===== src/rtl/seg_7_pkg.sv =====
// ----------------------------------------------------------------------------
// seg_7_pkg
// Shared constants for the seven-segment display family: active-low segment
// patterns (bit order {g,f,e,d,c,b,a}, 0 = segment lit), the 4-bit digit
// classification codes, and the decoder FSM state encoding. The display driver
// seg_7_dynamic imports the same patterns, so that driver and decoder agree by
// construction.
// ----------------------------------------------------------------------------
package seg_7_pkg;

    // Active-low segment patterns {g,f,e,d,c,b,a}
    localparam logic [6:0] SEG_0 = 7'b100_0000;
    localparam logic [6:0] SEG_1 = 7'b111_1001;
    localparam logic [6:0] SEG_2 = 7'b010_0100;
    localparam logic [6:0] SEG_3 = 7'b011_0000;
    localparam logic [6:0] SEG_4 = 7'b001_1001;
    localparam logic [6:0] SEG_5 = 7'b001_0010;
    localparam logic [6:0] SEG_6 = 7'b000_0010;
    localparam logic [6:0] SEG_7 = 7'b111_1000;
    localparam logic [6:0] SEG_8 = 7'b000_0000;
    localparam logic [6:0] SEG_9 = 7'b001_0000;
    localparam logic [6:0] MINUS = 7'b011_1111;  // only segment g lit
    localparam logic [6:0] IDLE  = 7'b111_1111;  // all segments dark

    // Classification codes; 0..9 are the digit values themselves
    localparam logic [3:0] CODE_MINUS = 4'd10;
    localparam logic [3:0] CODE_BLANK = 4'd11;
    localparam logic [3:0] CODE_BAD   = 4'd15;

    localparam int NUM_DIGITS = 6;

    typedef enum logic [1:0] {
        ST_IDLE = 2'd0,
        ST_SCAN = 2'd1,
        ST_DONE = 2'd2
    } state_e;

    function automatic logic is_digit(input logic [3:0] code);
        return (code <= 4'd9);
    endfunction

endpackage


===== src/rtl/seg_7_decode_if.sv =====
// ----------------------------------------------------------------------------
// seg_7_decode_if
// Request/result bundle of the seven-segment decoder.
//   start       request a decode of seg0..seg5
//   seg0..seg5  active-low patterns, seg0 = units, seg5 = hundred-thousands
//   busy        decoder is working on a captured image
//   done        one-cycle pulse, results valid from this cycle
//   number      decoded magnitude (binary, 20 bits)
//   minus_sign  decoded sign
//   error       pattern set is not a legal display image
// master: the requester; slave: the decoder.
// ----------------------------------------------------------------------------
interface seg_7_decode_if;

    logic        start;
    logic [6:0]  seg0;
    logic [6:0]  seg1;
    logic [6:0]  seg2;
    logic [6:0]  seg3;
    logic [6:0]  seg4;
    logic [6:0]  seg5;
    logic        busy;
    logic        done;
    logic [19:0] number;
    logic        minus_sign;
    logic        error;

    modport master (
        output start, seg0, seg1, seg2, seg3, seg4, seg5,
        input  busy, done, number, minus_sign, error
    );

    modport slave (
        input  start, seg0, seg1, seg2, seg3, seg4, seg5,
        output busy, done, number, minus_sign, error
    );

endinterface


===== src/rtl/seg_7_classify.sv =====
// ----------------------------------------------------------------------------
// seg_7_classify
// Combinational map from one active-low segment pattern to a 4-bit code:
// digit patterns give 0..9, MINUS gives CODE_MINUS, IDLE gives CODE_BLANK and
// every other pattern gives CODE_BAD.
//   seg   in  7  active-low pattern
//   code  out 4  classification code
// ----------------------------------------------------------------------------
module seg_7_classify
    import seg_7_pkg::*;
(
    input  logic [6:0] seg,
    output logic [3:0] code
);

    always_comb begin
        code = CODE_BAD;
        case (seg)
            SEG_0:   code = 4'd0;
            SEG_1:   code = 4'd1;
            SEG_2:   code = 4'd2;
            SEG_3:   code = 4'd3;
            SEG_4:   code = 4'd4;
            SEG_5:   code = 4'd5;
            SEG_6:   code = 4'd6;
            SEG_7:   code = 4'd7;
            SEG_8:   code = 4'd8;
            SEG_9:   code = 4'd9;
            MINUS:   code = CODE_MINUS;
            IDLE:    code = CODE_BLANK;
            default: code = CODE_BAD;
        endcase
    end

endmodule


===== src/rtl/seg_7_decode.sv =====
// ----------------------------------------------------------------------------
// seg_7_decode
// Recovers the magnitude and sign shown on a six-digit active-low seven
// segment image. On an accepted start the six patterns are captured, then
// scanned one digit per cycle from seg5 down to seg0 while the legality flags
// and a decimal accumulator are updated. One DONE cycle then publishes the
// result, which is held until the next decode completes.
//   sys_clk     in   system clock, rising edge
//   sys_rst_n   in   asynchronous active-low reset
//   bus         slave side of seg_7_decode_if (start, seg0..5 in;
//               busy, done, number, minus_sign, error out)
// ----------------------------------------------------------------------------
module seg_7_decode
    import seg_7_pkg::*;
(
    input  logic           sys_clk,
    input  logic           sys_rst_n,
    seg_7_decode_if.slave  bus
);

    state_e      state_q, state_d;
    logic [2:0]  idx_q, idx_d;
    logic [6:0]  cap_q [NUM_DIGITS];
    logic [6:0]  cap_d [NUM_DIGITS];
    logic [19:0] acc_q, acc_d;
    logic        seen_digit_q, seen_digit_d;
    logic        seen_minus_q, seen_minus_d;
    logic        lead_zero_q, lead_zero_d;
    logic        err_q, err_d;
    logic        busy_q, busy_d;
    logic        done_q, done_d;
    logic [19:0] number_q, number_d;
    logic        minus_sign_q, minus_sign_d;
    logic        error_q, error_d;

    logic [6:0]  cur_seg;
    logic [3:0]  cur_code;
    logic        accept;

    // Select the captured digit under scan
    always_comb begin
        cur_seg = IDLE;
        case (idx_q)
            3'd0:    cur_seg = cap_q[0];
            3'd1:    cur_seg = cap_q[1];
            3'd2:    cur_seg = cap_q[2];
            3'd3:    cur_seg = cap_q[3];
            3'd4:    cur_seg = cap_q[4];
            3'd5:    cur_seg = cap_q[5];
            default: cur_seg = IDLE;
        endcase
    end

    seg_7_classify u_classify (
        .seg  (cur_seg),
        .code (cur_code)
    );

    // busy stays high through the done cycle, so a start is only taken once
    // the published result has been seen.
    assign accept = (state_q == ST_IDLE) && !busy_q && bus.start;

    always_comb begin
        state_d      = state_q;
        idx_d        = idx_q;
        cap_d        = cap_q;
        acc_d        = acc_q;
        seen_digit_d = seen_digit_q;
        seen_minus_d = seen_minus_q;
        lead_zero_d  = lead_zero_q;
        err_d        = err_q;
        busy_d       = busy_q;
        done_d       = 1'b0;
        number_d     = number_q;
        minus_sign_d = minus_sign_q;
        error_d      = error_q;

        if (done_q) begin
            busy_d = 1'b0;
        end

        case (state_q)
            ST_IDLE: begin
                if (accept) begin
                    cap_d[0]     = bus.seg0;
                    cap_d[1]     = bus.seg1;
                    cap_d[2]     = bus.seg2;
                    cap_d[3]     = bus.seg3;
                    cap_d[4]     = bus.seg4;
                    cap_d[5]     = bus.seg5;
                    idx_d        = 3'd5;
                    acc_d        = 20'd0;
                    seen_digit_d = 1'b0;
                    seen_minus_d = 1'b0;
                    lead_zero_d  = 1'b0;
                    err_d        = 1'b0;
                    busy_d       = 1'b1;
                    state_d      = ST_SCAN;
                end
            end

            ST_SCAN: begin
                if (cur_code == CODE_BAD) begin
                    err_d = 1'b1;
                end else if (cur_code == CODE_BLANK) begin
                    // Blanks are only legal as leading padding
                    if (seen_digit_q || seen_minus_q) begin
                        err_d = 1'b1;
                    end
                end else if (cur_code == CODE_MINUS) begin
                    // One minus, before any digit, and never in the units
                    // place so that a digit always follows it. Anything other
                    // than a digit after it is caught by the blank/minus rules.
                    if (seen_minus_q || seen_digit_q || (idx_q == 3'd0)) begin
                        err_d = 1'b1;
                    end
                    seen_minus_d = 1'b1;
                end else if (is_digit(cur_code)) begin
                    // A leading zero is only legal as the last digit, and
                    // never directly behind a minus ("-0", "-05").
                    if (lead_zero_q) begin
                        err_d = 1'b1;
                    end
                    if (!seen_digit_q && (cur_code == 4'd0)) begin
                        lead_zero_d = 1'b1;
                        if (seen_minus_q) begin
                            err_d = 1'b1;
                        end
                    end
                    seen_digit_d = 1'b1;
                    acc_d = (acc_q << 3) + (acc_q << 1) + {16'd0, cur_code};
                end else begin
                    err_d = 1'b1;
                end

                // All six positions are always scanned: latency is fixed
                if (idx_q == 3'd0) begin
                    state_d = ST_DONE;
                end else begin
                    idx_d = idx_q - 3'd1;
                end
            end

            ST_DONE: begin
                done_d  = 1'b1;
                state_d = ST_IDLE;
                if (err_q || !seen_digit_q) begin
                    number_d     = 20'd0;
                    minus_sign_d = 1'b0;
                    error_d      = 1'b1;
                end else begin
                    number_d     = acc_q;
                    minus_sign_d = seen_minus_q;
                    error_d      = 1'b0;
                end
            end

            default: begin
                state_d = ST_IDLE;
            end
        endcase
    end

    always_ff @(posedge sys_clk or negedge sys_rst_n) begin
        if (!sys_rst_n) begin
            state_q      <= ST_IDLE;
            idx_q        <= 3'd0;
            for (int i = 0; i < NUM_DIGITS; i++) begin
                cap_q[i] <= IDLE;
            end
            acc_q        <= 20'd0;
            seen_digit_q <= 1'b0;
            seen_minus_q <= 1'b0;
            lead_zero_q  <= 1'b0;
            err_q        <= 1'b0;
            busy_q       <= 1'b0;
            done_q       <= 1'b0;
            number_q     <= 20'd0;
            minus_sign_q <= 1'b0;
            error_q      <= 1'b0;
        end else begin
            state_q      <= state_d;
            idx_q        <= idx_d;
            cap_q        <= cap_d;
            acc_q        <= acc_d;
            seen_digit_q <= seen_digit_d;
            seen_minus_q <= seen_minus_d;
            lead_zero_q  <= lead_zero_d;
            err_q        <= err_d;
            busy_q       <= busy_d;
            done_q       <= done_d;
            number_q     <= number_d;
            minus_sign_q <= minus_sign_d;
            error_q      <= error_d;
        end
    end

    assign bus.busy       = busy_q;
    assign bus.done       = done_q;
    assign bus.number     = number_q;
    assign bus.minus_sign = minus_sign_q;
    assign bus.error      = error_q;

endmodule


===== src/flat_wrapper.sv =====
// flat-port wrapper written by rule: the top's interface ports become plain ports
module seg_7_decode_flat import seg_7_pkg::*;
  (sys_clk, sys_rst_n, bus_start, bus_seg0, bus_seg1, bus_seg2, bus_seg3, bus_seg4, bus_seg5, bus_busy, bus_done, bus_number, bus_minus_sign, bus_error);
  seg_7_decode_if bus_i ();
  input  logic sys_clk;
  input  logic sys_rst_n;
  input wire logic [$bits(bus_i.start)-1:0] bus_start;
  input wire logic [$bits(bus_i.seg0)-1:0] bus_seg0;
  input wire logic [$bits(bus_i.seg1)-1:0] bus_seg1;
  input wire logic [$bits(bus_i.seg2)-1:0] bus_seg2;
  input wire logic [$bits(bus_i.seg3)-1:0] bus_seg3;
  input wire logic [$bits(bus_i.seg4)-1:0] bus_seg4;
  input wire logic [$bits(bus_i.seg5)-1:0] bus_seg5;
  output wire logic [$bits(bus_i.busy)-1:0] bus_busy;
  output wire logic [$bits(bus_i.done)-1:0] bus_done;
  output wire logic [$bits(bus_i.number)-1:0] bus_number;
  output wire logic [$bits(bus_i.minus_sign)-1:0] bus_minus_sign;
  output wire logic [$bits(bus_i.error)-1:0] bus_error;
  assign bus_i.start = bus_start;
  assign bus_i.seg0 = bus_seg0;
  assign bus_i.seg1 = bus_seg1;
  assign bus_i.seg2 = bus_seg2;
  assign bus_i.seg3 = bus_seg3;
  assign bus_i.seg4 = bus_seg4;
  assign bus_i.seg5 = bus_seg5;
  assign bus_busy = bus_i.busy;
  assign bus_done = bus_i.done;
  assign bus_number = bus_i.number;
  assign bus_minus_sign = bus_i.minus_sign;
  assign bus_error = bus_i.error;
  seg_7_decode u_core (.sys_clk(sys_clk), .sys_rst_n(sys_rst_n), .bus(bus_i));
endmodule

===== config.mk =====
export PLATFORM = sky130hd
export DESIGN_NAME = seg_7_decode_flat
export DESIGN_NICKNAME = d
export VERILOG_FILES = /design/src/rtl/seg_7_pkg.sv /design/src/rtl/seg_7_decode_if.sv /design/src/rtl/seg_7_classify.sv /design/src/rtl/seg_7_decode.sv /design/src/flat_wrapper.sv
export SDC_FILE = /design/constraint.sdc
export NUM_CORES = 1
export LEC_CHECK = 0
export BUFFER_PORTS_ARGS = -buffer_cell sky130_fd_sc_hd__buf_4
export CORE_MARGIN = 3
export CORE_UTILIZATION = 58
export DETAILED_ROUTE_END_ITERATION = 8
export PLACE_DENSITY_LB_ADDON = 0.3
export SYNTH_ARGS = -nofsm -noshare
export SYNTH_HDL_FRONTEND = slang
export SYNTH_SLANG_ARGS = --single-unit

===== constraint.sdc =====
create_clock -name sys_clk -period 7.2 [get_ports sys_clk]
set_clock_uncertainty 0.15 [all_clocks]
set_input_delay 1.08 -clock sys_clk [delete_from_list [all_inputs] [get_ports sys_clk]]
set_output_delay 1.08 -clock sys_clk [all_outputs]
set_load 0.02 [all_outputs]

# --- After elaboration in Yosys (flattened, before gate mapping) ---
# Cells that the tools add are included.
classes:
  addsub: 3
  magnitude_cmp: 1
  n_eq_ne: 32
  muxes: 47
  n_reduce_logical: 20
op_table:
  columns: ["cell", "n"]
  rows:
  - ["two-way mux 20 bit", 6]
  - ["case mux 4 bit (12 select lines)", 1]
  - ["case mux 7 bit (6 select lines)", 1]
  - ["case mux 20 bit (2 select lines)", 1]
  - ["== test 7 bit, second input constant", 4]
  - ["two-way mux 1 bit", 28]
  - ["== test 7 x 5 -> 1 bit, second input constant", 3]
  - ["== test 7 x 6 -> 1 bit, second input constant", 3]
  - ["adder 20 bit", 1]
  - ["adder 20 x 4 -> 20 bit", 1]
  - ["== test 4 bit, second input constant", 3]
  - ["inequality test 2 x 1 -> 1 bit, second input constant", 5]
  - ["inequality test 2 bit, second input constant", 4]
  - ["case mux 1 bit (2 select lines)", 4]
  - ["== test 7 x 2 -> 1 bit, second input constant", 1]
  - ["logical NOT 7 bit", 1]
  - ["AND reduction 7 bit", 1]
  - ["== test 3 x 2 -> 1 bit, second input constant", 2]
  - ["== test 3 bit, second input constant", 2]
  - ["two-way mux 3 bit", 2]
  - ["case mux 3 bit (2 select lines)", 1]
  - ["AND reduction 6 bit", 1]
  - ["inequality test 5 x 3 -> 1 bit, second input constant", 1]
  - ["AND reduction 5 bit", 1]
  - ["other kinds (18)", 25]
totals:
  reg_bits: 95
  inputBits: 45
  out_inout_bits: 24
  word_cells: 121

# --- Depth between registers and ports, before layout ---
# Gate-level depths: netlist (run 1).
logic_depth:
  ltp_word: 12
  ltp_mapped: 24
  ltp_nobuf: 22

# --- By module ---
# Synthesis (run 1) repeated with hierarchy kept, for this count alone.
unflattened:
  cells_unflattened: 601
  area_unflattened_um2: 5449.0
modules_own_cells:
  columns: ["module", "instances", "cells_each", "area_each_um2", "seq_area_each_um2"]
  rows:
  - ["seg_7_decode", 1, 558, 5162.5, 2429.8]
  - ["seg_7_classify", 1, 43, 286.5, 0.0]

# --- Worst setup path before layout (run 1) ---
# No wires, ideal clock.
synth_timing:
  path_kind: "reg2reg"
  startpoint: "register u_core.idx_q[0]"
  endpoint: "register u_core.acc_q[18]"
  setup_time_ns: 0.126
  t_arrival_ns: 5.198
  t_required_ns: 6.924
  slack_ns: 1.726
  path_stages_with_launch: 24
  n_path_buf: 1
  synth_period_minus_slack_ns: 5.474
  cell_sequence: "dfrtp_1 -> inv_1 -> ha_1 -> buf_2 -> a22o_1 -> a221oi_2 -> o211ai_1 -> xnor2_1 -> o21ai_2 -> a21oi_2 -> nand4b_1 -> and2_1 -> fa_1 -> inv_1 -> fa_1 -> a21o_1 -> a21o_1 -> a2111oi_0 -> o31ai_1 -> a2111oi_0 -> o31ai_1 -> a21oi_1 -> xor2_1 -> o21ai_0"
synth_between:
  elab_chain_cells: 10
  word_cells_on_any_way: 35
  cone_classes: "1 x add/sub; 1 x order compare; 23 x eq/ne; 7 x mux; 3 x reduce/logical"
synth_lines:
  columns: ["element", "line", "source"]
  rows:
  - ["start: declaration", "seg_7_decode.sv:22", "logic [2:0] idx_q, idx_d;"]
  - ["start signal: assignment", "seg_7_decode.sv:183", "idx_q <= idx_d;"]
  - ["== test 3 bit, or another cell as far along", "seg_7_decode.sv:43", "case (idx_q)"]
  - ["case mux 7 bit (6 select lines) (*)", "seg_7_decode.sv:43", null]
  - ["== test 7 bit, or another cell as far along", "seg_7_classify.sv:18", "case (seg)"]
  - ["case mux 4 bit (12 select lines) (*)", "seg_7_classify.sv:18", null]
  - ["adder 20 x 4 -> 20 bit", "seg_7_decode.sv:131", "acc_d = (acc_q << 3) + (acc_q << 1) + {16'd0, cur_code};"]
  - ["two-way mux 20 bit", "seg_7_decode.sv:118", "end else if (is_digit(cur_code)) begin"]
  - ["two-way mux 20 bit", "seg_7_decode.sv:110", "end else if (cur_code == CODE_MINUS) begin"]
  - ["two-way mux 20 bit", "seg_7_decode.sv:105", "end else if (cur_code == CODE_BLANK) begin"]
  - ["two-way mux 20 bit", "seg_7_decode.sv:103", "if (cur_code == CODE_BAD) begin"]
  - ["case mux 20 bit (2 select lines)", "seg_7_decode.sv:82", "case (state_q)"]
  - ["end signal: assignment", "seg_7_decode.sv:171", "acc_q <= 20'd0;"]
  - ["end signal: assignment", "seg_7_decode.sv:185", "acc_q <= acc_d;"]
  - ["end: declaration", "seg_7_decode.sv:25", "logic [19:0] acc_q, acc_d;"]
# Every way passes the cells marked *; elsewhere a longest branch is shown, timed or not. The select of a mux whose other input is x is not followed.
# A chain may end at the register's enable or synchronous reset.

# --- Worst setup path after layout (run 1) ---
# Ends and elaborated chain as after synthesis.

==> results of run 1 <==
[path summary, 6_finish.rpt]
kind	end	slack (ns)	cells past startpoint
min in group asynchronous	u_core.bus.minus_sign	0.47	1
setup reg to reg	u_core.acc_q[18]	0.76	22
hold / removal	u_core.cap_q[7]	0.31	2
setup / recovery	u_core.acc_q[18]	0.76	22
max in group asynchronous	u_core.acc_q[8]	5.29	2
hold reg to reg	u_core.cap_q[7]	0.31	2
[logic make-up after synthesis]
logic type | count (synthesis)
mux | 15
flops | 95
fa+ha+maj | 41
xor+xnor | 19
buf+inv | 42
simple gates | 215
compound gates | 116
[through the flow]
stage          setup slack [ns]  cell area (um2)   util  std cells  hold slack (ns)
2_1_floorplan              1.73             5300      -        543            0.287
3_3_place_gp               1.20             5840  0.663        696            0.288
3_5_place_dp              0.931             5840  0.663        696            0.300
4_1_cts                   0.898             6070  0.690        712            0.315
5_1_grt                   0.251             6070  0.690        712            0.329
6_report                  0.756             6070  0.690        712            0.313
[final cells by class]
type,instances,share of cell area
clock buffer,13,0.0313
clock inverter,3,0.00742
inverter,16,0.00989
multi-input combinational,406,0.441
sequential,95,0.400
tap,108,0.0222
timing repair buffer,71,0.0877
[synth_stat cells, types with 4 or more instances]
master / n / area share
sky130_fd_sc_hd__a211o_1: 4 / 0.0066
sky130_fd_sc_hd__a21o_1: 6 / 0.0085
sky130_fd_sc_hd__a211oi_1: 4 / 0.0057
sky130_fd_sc_hd__o211ai_1: 4 / 0.0057
sky130_fd_sc_hd__nand2b_1: 4 / 0.0047
sky130_fd_sc_hd__inv_1: 16 / 0.011
sky130_fd_sc_hd__nand4_1: 5 / 0.0059
sky130_fd_sc_hd__a21oi_1: 15 / 0.014
sky130_fd_sc_hd__mux2_2: 10 / 0.021
sky130_fd_sc_hd__o211a_1: 4 / 0.0076
sky130_fd_sc_hd__nor3_1: 9 / 0.0085
sky130_fd_sc_hd__a22o_1: 30 / 0.050
sky130_fd_sc_hd__buf_2: 5 / 0.0047
sky130_fd_sc_hd__ha_1: 39 / 0.092
sky130_fd_sc_hd__nand3_1: 11 / 0.010
sky130_fd_sc_hd__dfstp_2: 42 / 0.21
sky130_fd_sc_hd__mux2_1: 4 / 0.0085
sky130_fd_sc_hd__clkbuf_1: 14 / 0.0099
sky130_fd_sc_hd__o21ai_0: 8 / 0.0076
sky130_fd_sc_hd__xnor2_1: 12 / 0.020
sky130_fd_sc_hd__xor2_1: 7 / 0.012
sky130_fd_sc_hd__dfrtp_1: 53 / 0.25
sky130_fd_sc_hd__a31o_2: 4 / 0.0066
sky130_fd_sc_hd__and3_1: 7 / 0.0083
sky130_fd_sc_hd__nor2_1: 26 / 0.018
sky130_fd_sc_hd__nand2_1: 141 / 0.10
[routing by layer]
layer,GRT usage,vias to the layer above
met3,0.0406,29
met2,0.440,130
met1,0.293,2046
met5,0,-
li1,-,2032
met4,0.0665,0
[worst max-delay path: cells and delay by family (launching register included)]
| family | cells | cell delay, ns |
|---|---|---|
| compound gates | 12 | 3.30 |
| fa+ha+maj | 3 | 1.47 |
| simple gates | 4 | 0.63 |
| flops | 1 | 0.44 |
| buf+inv | 2 | 0.19 |
| xor+xnor | 1 | 0.15 |
[state kept, by name (all words and copies together), names as in the netlist, 2 cells and up]
register           count
u_core.idx_q           3
u_core.state_q         2
u_core.bus.number     20
u_core.acc_q          20
u_core.cap_q          42
[power by group through the flow]
| stage | clock network (mW) | logic (mW) | registers (mW) |
|---|---|---|---|
| 2_1_floorplan | 0 | 1.12 | 0.980 |
| 3_3_place_gp | 0 | 1.39 | 1.00 |
| 3_5_place_dp | 0 | 1.46 | 1.00 |
| 4_1_cts | 0.402 | 1.47 | 0.998 |
| 5_1_grt | 0.422 | 1.65 | 1.03 |
| 6_report | 0.397 | 1.48 | 0.997 |
==> qor.log, run 1 <==
qor: route.routed-wl-met2 6.18 mm
qor: timing.timing.final.hold_violations 0
qor: yosys.compound_cell_area_share_of_the_yosys_netlist 0.170
qor: pwr.post-layout-total-power 2.87 mW
qor: route.drt_iter0_drc 210
qor: yosys.synth_mux_area_frac 0.0316
qor: setup_path.critical_path_peak_fanout 17
qor: route.postRouteWirelength 11.8 mm
qor: pwr.clk_pwr_share 0.138
qor: finish.layout-drive-gt1-share 0.248
qor: yosys.yosysWarnings 0
qor: setup_path.timing.critical_path.to_type register
qor: timing.period_minus_slack 6.44 ns
qor: setup_path.cpPeakStageDelay 0.62 ns
qor: route.detail_route.wl_per_cell 16.6 um
qor: clock_network.clock_insertion_delay_worst_skew 0.36 ns
qor: route.total_routed_wire_length_on_the_met1_layer 4.90 mm
qor: setup_path.path_class reg -> reg
qor: route.routed-wl-met3 520 um
qor: die.die_h 102 um
qor: yosys.synth-xor-area-share 0.0314
qor: pwr.vdd.ir_drop.worst 0.255 mV
qor: clock_network.clk_path_buf_depth 2
qor: setup_path.worst_setup_path_start_kind register
qor: clock_network.clkSlewWorstSetupHoldPaths 0.09 ns
qor: clock_network.cts.root.buffer_cell sky130_fd_sc_hd__clkbuf_8
qor: yosys.synth_fp_nets 629
qor: run.drv.max_cap_violation_count 0
qor: timing.grt_setup_unrepaired no
qor: global_route.grt_util_all_layers 0.241
qor: die.placement_rows 34
qor: clock_network.tritoncts_clock_tree yes
qor: die.initial_utilization 0.602
qor: yosys.synthesis.instances 543
qor: timing.report.final.setup_viol 0
qor: route.vias_per_cell 5.95
qor: yosys.synth_sequential_area_ratio 0.459
qor: finish.multi_input_logic_area 0.00268 mm2
qor: global_route.antenna_found_initial 0
qor: worst_hold_path.hold_path_startpoint u_core.cap_q[7]
qor: pwr.power.share.combinational 0.514
qor: timing.layout_worst_path_cycle_share 0.895
qor: run_status.status completed
qor: timing.tns 0 ns
qor: yosys.synthesis.area 0.00530 mm2
qor: yosys.synthAdderAreaFrac 0.0996
qor: pwr.cell_internal_pwr 1.65 mW
qor: pwr.total_leakage_power 3.05 nW
qor: finish.antennaDiodeCount 0
qor: yosys.synth-edff-count 0
qor: route.route.top_layer_used met4
qor: finish.most_common_library_cell_in_the_layout_ignoring_fill_and_taps sky130_fd_sc_hd__nand2_1
qor: setup_path.worstPathArrival 6.53 ns
qor: yosys.synthSimpleGateAreaFrac 0.172
qor: yosys.synthesis_stage_register_bit_count 95
qor: clock_network.cts.sinks 95
qor: global_route.grt_start_max_net_pins 69
qor: route.drt_pass1_iterations 6
qor: pwr.sw_frac_of_total 0.424
qor: yosys.synthFlopType sky130_fd_sc_hd__dfrtp_1
qor: finish.layout.cells.most_common_list sky130_fd_sc_hd__nand2_1, sky130_fd_sc_hd__buf_4, sky130_fd_sc_hd__dfrtp_1
qor: clock_network.total_clock_buffers_created_by_cts 9
qor: timing.slew-limit-headroom 0.313
qor: die.design.die.area 0.0103 mm2
qor: clock_network.cts-resized-gates 0
qor: placed_design.gpl_wtd_cong 0.913
qor: timing.max_clock_freq 0.155 GHz
qor: route.vias 4237
qor: yosys.synth_top_family_by_area simple AND/OR/NAND/NOR gates
qor: setup_path.required_time_of_the_critical_path 7.29 ns
qor: finish.layout.area.seq 0.00243 mm2
qor: die.die-width 102 um
qor: finish.area_growth_from_synthesis_to_layout 14.6%
qor: setup_path.critPathSlowestCell sky130_fd_sc_hd__a2111oi_0
qor: finish.design.final.nets 685
qor: yosys.synth_async_sr_flop_share 1.00
qor: setup_path.timing.critical_path.cells inv_1 -> ha_1 -> a22o_1 -> a221oi_2 -> o211ai_1 -> or3_1 -> nor4_1 -> o21ai_1 -> nand4b_1 -> and2_1 -> fa_1 -> inv_1 -> fa_1 -> a21o_1 -> a21o_1 -> a2111oi_0 -> o31ai_1 -> a2111oi_0 -> o31ai_1 -> a21oi_1 -> xor2_1 -> o21ai_0
qor: yosys.synth_cell_type_count 58
qor: setup_path.cp-startpoint u_core.idx_q[0]
qor: placed_design.dpl.hpwl 8.53 mm
qor: global_route.wire_length_of_the_first_global_routing_pass 19.9 mm
qor: route.antenna_left 0
qor: die.fp.coreArea 0.00881 mm2
qor: global_route.grt_overflow 0
qor: finish.fillerInstances 716
qor: route.number_of_drc_violations_after_detailed_routing 0
qor: timing.max_slew_violation_total_from_the_final_report 0
qor: clock_network.post-cts-setup-buffers 0
qor: clock_network.htree_levels 3
qor: pwr.power.density 473 mW/mm2
qor: yosys.synth_area_per_cell 9.76 um2
qor: pwr.power_switching 1.22 mW
qor: die.io_pins 69
qor: global_route.via_count_of_the_first_global_routing_pass 4255
qor: placed_design.port_buffers 68
qor: pwr.power.share.sequential 0.347
qor: worst_hold_path.hold_path_class reg -> reg
qor: clock_network.cts_hold_buffers 0
qor: timing.timing_worst_slew_pin_value 1.03 ns
qor: setup_path.reg2reg_from u_core.idx_q[0]
Note: power is estimated with default switching activity, not from simulation.
==> run 2: changes to the inputs <==
--- a/config.mk
+++ b/config.mk
@@ -7,9 +7,10 @@
 export LEC_CHECK = 0
 export BUFFER_PORTS_ARGS = -buffer_cell sky130_fd_sc_hd__buf_4
 export CORE_MARGIN = 3
-export CORE_UTILIZATION = 58
+export CORE_UTILIZATION = 63
 export DETAILED_ROUTE_END_ITERATION = 8
 export PLACE_DENSITY_LB_ADDON = 0.3
+export SKIP_CTS_REPAIR_TIMING = 1
 export SYNTH_ARGS = -nofsm -noshare
 export SYNTH_HDL_FRONTEND = slang
 export SYNTH_SLANG_ARGS = --single-unit
==> constraint.sdc (replaced) <==
create_clock -name sys_clk -period 8.1 [get_ports sys_clk]
set_clock_uncertainty 0.15 [all_clocks]
set_input_delay 1.215 -clock sys_clk [delete_from_list [all_inputs] [get_ports sys_clk]]
set_output_delay 1.215 -clock sys_clk [all_outputs]
set_load 0.02 [all_outputs]
==> qor.log, run 2 (same netlist as run 1, synthesis figures left out) <==
qor: setup_path.timing.critical_path.to_type register
qor: setup_path.cpPeakStageDelay 0.70 ns
qor: die.fp.coreArea 0.00793 mm2
qor: finish.final_design_area_no_fill 0.00608 mm2
qor: route.antenna_left 0
qor: route.vias 4240
qor: finish.most_common_library_cell_in_the_layout_ignoring_fill_and_taps sky130_fd_sc_hd__nand2_1
qor: finish.antennaDiodeCount 0
qor: die.placement_rows 32
qor: clock_network.tritoncts_clock_tree yes
qor: die.initial_utilization 0.668
qor: finish.multi_input_logic_area 0.00268 mm2
qor: finish.layout-drive-gt1-share 0.248
qor: pwr.power.density 423 mW/mm2
qor: finish.fillerInstances 554
qor: finish.area_growth_from_synthesis_to_layout 14.7%
qor: finish.postLayoutCoreUtil 0.767
qor: global_route.grt_start_max_net_pins 59
qor: route.detail_route.wl_per_cell 16.7 um
qor: placed_design.dpl.hpwl 8.29 mm
qor: clock_network.cts.root.buffer_cell sky130_fd_sc_hd__clkbuf_8
qor: route.drt_pass1_iterations 5
qor: global_route.grt_util_all_layers 0.261
qor: timing.final_critical_path_setup_slack 1.43 ns
qor: timing.timing.final.hold_violations 0
qor: timing.grt_setup_unrepaired no
qor: setup_path.worst_setup_path_start_kind register
qor: die.io_pins 69
qor: global_route.antenna_found_initial 0
qor: clock_network.clk_path_buf_depth 2
qor: finish.layout.area.seq 0.00243 mm2
qor: finish.flip_flop_count_of_the_largest_register_all_copies_and_words_added 42
qor: die.design.die.area 0.00955 mm2
qor: timing.slew-limit-headroom 0.307
qor: placed_design.gpl_wtd_cong 0.928
qor: clock_network.cts.sinks 95
qor: pwr.vdd.ir_drop.worst 0.228 mV
qor: timing.timing_worst_slew_pin_value 1.04 ns
qor: timing.max_clock_freq 0.150 GHz
qor: run.drv.max_cap_violation_count 0
qor: setup_path.required_time_of_the_critical_path 8.18 ns
qor: setup_path.critical_path_peak_fanout 17
qor: placed_design.dpl_worst_slack 1.68 ns
qor: pwr.post-layout-total-power 2.57 mW
qor: timing.period_minus_slack 6.67 ns
qor: pwr.total_leakage_power 3.06 nW
qor: global_route.wire_length_of_the_first_global_routing_pass 20.6 mm
qor: clock_network.clock_insertion_delay_worst_skew 0.36 ns
qor: finish.design.final.nets 685
qor: route.vias_per_cell 6.01
qor: route.number_of_drc_violations_after_detailed_routing 0
qor: timing.tns 0 ns
qor: global_route.via_count_of_the_first_global_routing_pass 4245
qor: die.die-width 97.7 um
qor: placed_design.placement.cell_area 0.00583 mm2
qor: global_route.grt_overflow 0
qor: clock_network.total_clock_buffers_created_by_cts 9
qor: setup_path.timing.critical_path.cells inv_1 -> ha_1 -> a22o_1 -> a221oi_2 -> o211ai_1 -> nand3_1 -> nor2_1 -> a21oi_1 -> and2_1 -> fa_1 -> inv_1 -> fa_1 -> a21o_1 -> a21o_1 -> a2111oi_0 -> o31ai_1 -> a2111oi_0 -> o31ai_1 -> a21oi_1 -> xor2_1 -> o21ai_0
qor: finish.layout.cells.most_common_list sky130_fd_sc_hd__nand2_1, sky130_fd_sc_hd__buf_4, sky130_fd_sc_hd__dfrtp_1
qor: setup_path.path_class reg -> reg
qor: setup_path.critPathSlowestCell sky130_fd_sc_hd__a2111oi_0
qor: timing.report.final.setup_viol 0
qor: route.drt_iter0_drc 376
qor: worst_hold_path.hold_path_class reg -> reg
qor: run_status.status completed
qor: timing.max_slew_violation_total_from_the_final_report 0
qor: route.postRouteWirelength 11.8 mm
qor: clock_network.htree_levels 3
qor: setup_path.worstPathArrival 6.75 ns
qor: die.die_h 97.7 um
qor: clock_network.clkSlewWorstSetupHoldPaths 0.09 ns
qor: finish.max_flop_register u_core.cap_q
qor: placed_design.port_buffers 68
qor: timing.layout_worst_path_cycle_share 0.823
run 2: cell types whose count changed in the layout (fill, tap and decap cells not counted):
| cell | change |
|---|---|
| sky130_fd_sc_hd__clkbuf_16 | +1 |
| sky130_fd_sc_hd__clkbuf_8 | -1 |
| sky130_fd_sc_hd__clkinv_2 | +1 |
| sky130_fd_sc_hd__inv_4 | -1 |
run 2: final timing paths:
| kind | end | slack [ns] | cells after the start | start |
|---|---|---|---|---|
| worst max register to register | u_core.acc_q[18] | 1.43 | 21 | u_core.idx_q[0] |
| worst min register to register | u_core.bus.busy | 0.31 | 1 | u_core.bus.done |
| worst min-delay path | u_core.bus.busy | 0.31 | 1 | u_core.bus.done |
| max in group asynchronous | u_core.idx_q[1] | 6.06 | 2 | sys_rst_n |
| worst max-delay path | u_core.acc_q[18] | 1.43 | 21 | u_core.idx_q[0] |
| min in group asynchronous | u_core.bus.number[19] | 0.65 | 1 | sys_rst_n |
run 2: per-stage QoR:
| step | instances | hold slack [ns] |
|---|---|---|
| after CTS | 706 | 0.314 |
| final | 706 | 0.310 |
| after global routing | 706 | 0.331 |
| after floorplan | 543 | 0.287 |
| after global placement | 690 | 0.297 |
| after detailed placement | 690 | 0.301 |
run 2: critical path: cells and delay by family (launching register included):
family / cells / cell delay (ns)
adder cells (fa/ha/maj): 3 / 1.50
AO/OA/AOI/OAI: 12 / 3.29
flip-flops: 1 / 0.43
AND/OR/NAND/NOR: 3 / 0.82
XOR/XNOR: 1 / 0.16
buffers and inverters: 2 / 0.20
run 2: layout make-up:
type,count,area share
clock buffer,13,0.0331
clock inverter,3,0.00721
inverter,16,0.00988
multi-input combinational,406,0.441
sequential,95,0.400
tap,102,0.0210
timing repair buffer,71,0.0877
run 2: routing by layer:
metal / wire length, um / track usage / share of wire / vias to the layer above
li1: - / - / - / 2033
met1: 5570 / 0.381 / 0.47 / 2025
met2: 5190 / 0.402 / 0.44 / 164
met3: 858 / 0.0488 / 0.073 / 18
met4: 153 / 0.0703 / 0.013 / 0
met5: 0 / 0 / 0 / -
run 2: power breakdown:
group | internal [mW] | switching, mW | leakage (nW)
clock network | 0.197 | 0.163 | 0.126
logic | 0.557 | 0.770 | 1.80
registers | 0.727 | 0.156 | 1.13
==> run 3: changes to the inputs <==
--- a/config.mk
+++ b/config.mk
@@ -7,7 +7,7 @@
 export LEC_CHECK = 0
 export BUFFER_PORTS_ARGS = -buffer_cell sky130_fd_sc_hd__buf_4
 export CORE_MARGIN = 3
-export CORE_UTILIZATION = 63
+export CORE_UTILIZATION = 58
 export DETAILED_ROUTE_END_ITERATION = 8
 export PLACE_DENSITY_LB_ADDON = 0.3
 export SKIP_CTS_REPAIR_TIMING = 1
==> constraint.sdc (replaced) <==
create_clock -name sys_clk -period 6.3 [get_ports sys_clk]
set_clock_uncertainty 0.15 [all_clocks]
set_input_delay 0.945 -clock sys_clk [delete_from_list [all_inputs] [get_ports sys_clk]]
set_output_delay 0.945 -clock sys_clk [all_outputs]
set_load 0.02 [all_outputs]
==> qor.log, run 3 (same netlist as run 1, synthesis figures left out) <==
qor: die.placement_rows 34
qor: global_route.antenna_found_initial 0
qor: clock_network.clk_path_buf_depth 2
qor: pwr.power.density 539 mW/mm2
qor: route.vias 4227
qor: finish.max_flop_register u_core.cap_q
qor: finish.multi_input_logic_area 0.00271 mm2
qor: pwr.vdd.ir_drop.worst 0.263 mV
qor: setup_path.timing.critical_path.to_type register
qor: pwr.post-layout-total-power 3.28 mW
qor: route.number_of_drc_violations_after_detailed_routing 0
qor: setup_path.worstPathArrival 5.95 ns
qor: setup_path.worst_setup_path_start_kind register
qor: finish.layout.area.seq 0.00243 mm2
qor: setup_path.required_time_of_the_critical_path 6.38 ns
qor: die.io_pins 69
qor: global_route.met2_usage 0.437
qor: finish.layout.cells.most_common_list sky130_fd_sc_hd__nand2_1, sky130_fd_sc_hd__buf_4, sky130_fd_sc_hd__dfrtp_1
qor: global_route.wire_length_of_the_first_global_routing_pass 19.6 mm
qor: timing.layout_worst_path_cycle_share 0.931
qor: route.antenna_left 0
qor: timing.period_minus_slack 5.87 ns
qor: run.drv.max_cap_violation_count 0
qor: timing.final.hold.worst_slack 0.308 ns
qor: route.vias_per_cell 5.90
qor: die.die-width 102 um
qor: placed_design.port_buffers 68
qor: pwr.total_leakage_power 3.05 nW
qor: global_route.grt_util_all_layers 0.238
qor: placed_design.placement.cell_area 0.00585 mm2
qor: placed_design.dpl_worst_slack 0.0955 ns
qor: clock_network.cts.sinks 95
qor: clock_network.clkSlewWorstSetupHoldPaths 0.08 ns
qor: finish.layout-drive-gt1-share 0.258
qor: global_route.grt_start_max_net_pins 57
qor: timing.final_critical_path_setup_slack 0.433 ns
qor: finish.design.final.nets 690
qor: die.fp.coreArea 0.00881 mm2
qor: clock_network.tritoncts_clock_tree yes
qor: timing.slew-limit-headroom 0.317
qor: timing.max_clock_freq 0.170 GHz
qor: finish.antennaDiodeCount 0
qor: timing.tns 0 ns
qor: worst_hold_path.hold_path_class reg -> reg
qor: timing.timing_worst_slew_pin_value 1.02 ns
qor: route.drt_iter0_drc 218
qor: clock_network.total_clock_buffers_created_by_cts 9
qor: finish.flip_flop_count_of_the_largest_register_all_copies_and_words_added 42
qor: clock_network.clock_insertion_delay_worst_skew 0.36 ns
qor: timing.timing.final.hold_violations 0
qor: placed_design.gpl_wtd_cong 0.919
qor: finish.most_common_library_cell_in_the_layout_ignoring_fill_and_taps sky130_fd_sc_hd__nand2_1
qor: die.design.die.area 0.0103 mm2
qor: clock_network.cts.root.buffer_cell sky130_fd_sc_hd__clkbuf_8
qor: placed_design.dpl.hpwl 8.56 mm
qor: route.detail_route.wl_per_cell 16.5 um
qor: global_route.grt.met3_usage 0.0420
qor: finish.final_design_area_no_fill 0.00609 mm2
qor: setup_path.path_class reg -> reg
qor: route.postRouteWirelength 11.8 mm
qor: run_status.status completed
qor: timing.report.final.setup_viol 0
qor: route.drt_pass1_iterations 4
qor: finish.area_growth_from_synthesis_to_layout 14.9%
qor: global_route.grt_most_used_layer met2
qor: global_route.grt_overflow 0
qor: clock_network.htree_levels 3
qor: setup_path.critical_path_peak_fanout 8
qor: timing.max_slew_violation_total_from_the_final_report 0
qor: global_route.via_count_of_the_first_global_routing_pass 4231
qor: die.initial_utilization 0.602
qor: global_route.use_met1 0.280
qor: die.die_h 102 um
qor: finish.fillerInstances 683
-- run 3: report_power, final --
part | total [mW] | internal [mW] | switching, mW
registers | 1.14 | 0.936 | 0.208
clock network | 0.384 | 0.183 | 0.201
logic | 1.75 | 0.765 | 0.989
total | 3.28 | 1.88 | 1.40
-- run 3: worst paths after layout --
check,from,to,slack [ns],depth (start not counted)
setup / recovery,u_core.idx_q[0],u_core.acc_q[18],0.43,20
hold / removal,u_core.bus.done,u_core.bus.busy,0.31,1
setup reg to reg,u_core.idx_q[0],u_core.acc_q[18],0.43,20
hold reg to reg,u_core.bus.done,u_core.bus.busy,0.31,1
max in group asynchronous,sys_rst_n,u_core.acc_q[5],4.55,2
min in group asynchronous,sys_rst_n,u_core.bus.number[0],0.41,1
-- run 3: final cells by class --
class                           instances  area share
Sequential cell                        95       0.399
Multi-Input combinational cell        406       0.445
Inverter                               16     0.00986
Tap cell                              108      0.0222
Timing Repair Buffer                   76      0.0937
Clock inverter                          4     0.00760
Clock buffer                           12      0.0222
-- run 3: per-layer routing --
layer | up-vias | part of all wire
met2 | 98 | 0.53
met4 | 0 | 0.025
met5 | - | 0
met3 | 26 | 0.036
met1 | 2071 | 0.41
li1 | 2032 | -
-- run 3: critical path, stage by stage (launching register included) --
cell and delay [ns]:
sky130_fd_sc_hd__dfrtp_1 0.46, sky130_fd_sc_hd__ha_1 0.35, sky130_fd_sc_hd__a222oi_1 0.37, sky130_fd_sc_hd__a21oi_1 0.15
sky130_fd_sc_hd__a211oi_1 0.48, sky130_fd_sc_hd__nor4_1 0.12, sky130_fd_sc_hd__o21ai_1 0.28, sky130_fd_sc_hd__nand4b_1 0.16
sky130_fd_sc_hd__and2_1 0.19, sky130_fd_sc_hd__fa_1 0.48, sky130_fd_sc_hd__inv_1 0.07, sky130_fd_sc_hd__fa_1 0.46
sky130_fd_sc_hd__a21o_1 0.17, sky130_fd_sc_hd__a21o_1 0.20, sky130_fd_sc_hd__a2111oi_1 0.48, sky130_fd_sc_hd__o31ai_1 0.18
sky130_fd_sc_hd__a2111oi_2 0.44, sky130_fd_sc_hd__o31ai_1 0.12, sky130_fd_sc_hd__a21oi_1 0.19, sky130_fd_sc_hd__xor2_1 0.16
sky130_fd_sc_hd__o21ai_0 0.09
-- run 3: per-stage QoR --
stage | util | std cells
after floorplan | - | 543
after global placement | 0.664 | 697
after detailed placement | 0.664 | 697
after CTS | 0.685 | 713
after global routing | 0.691 | 717
final | 0.691 | 717
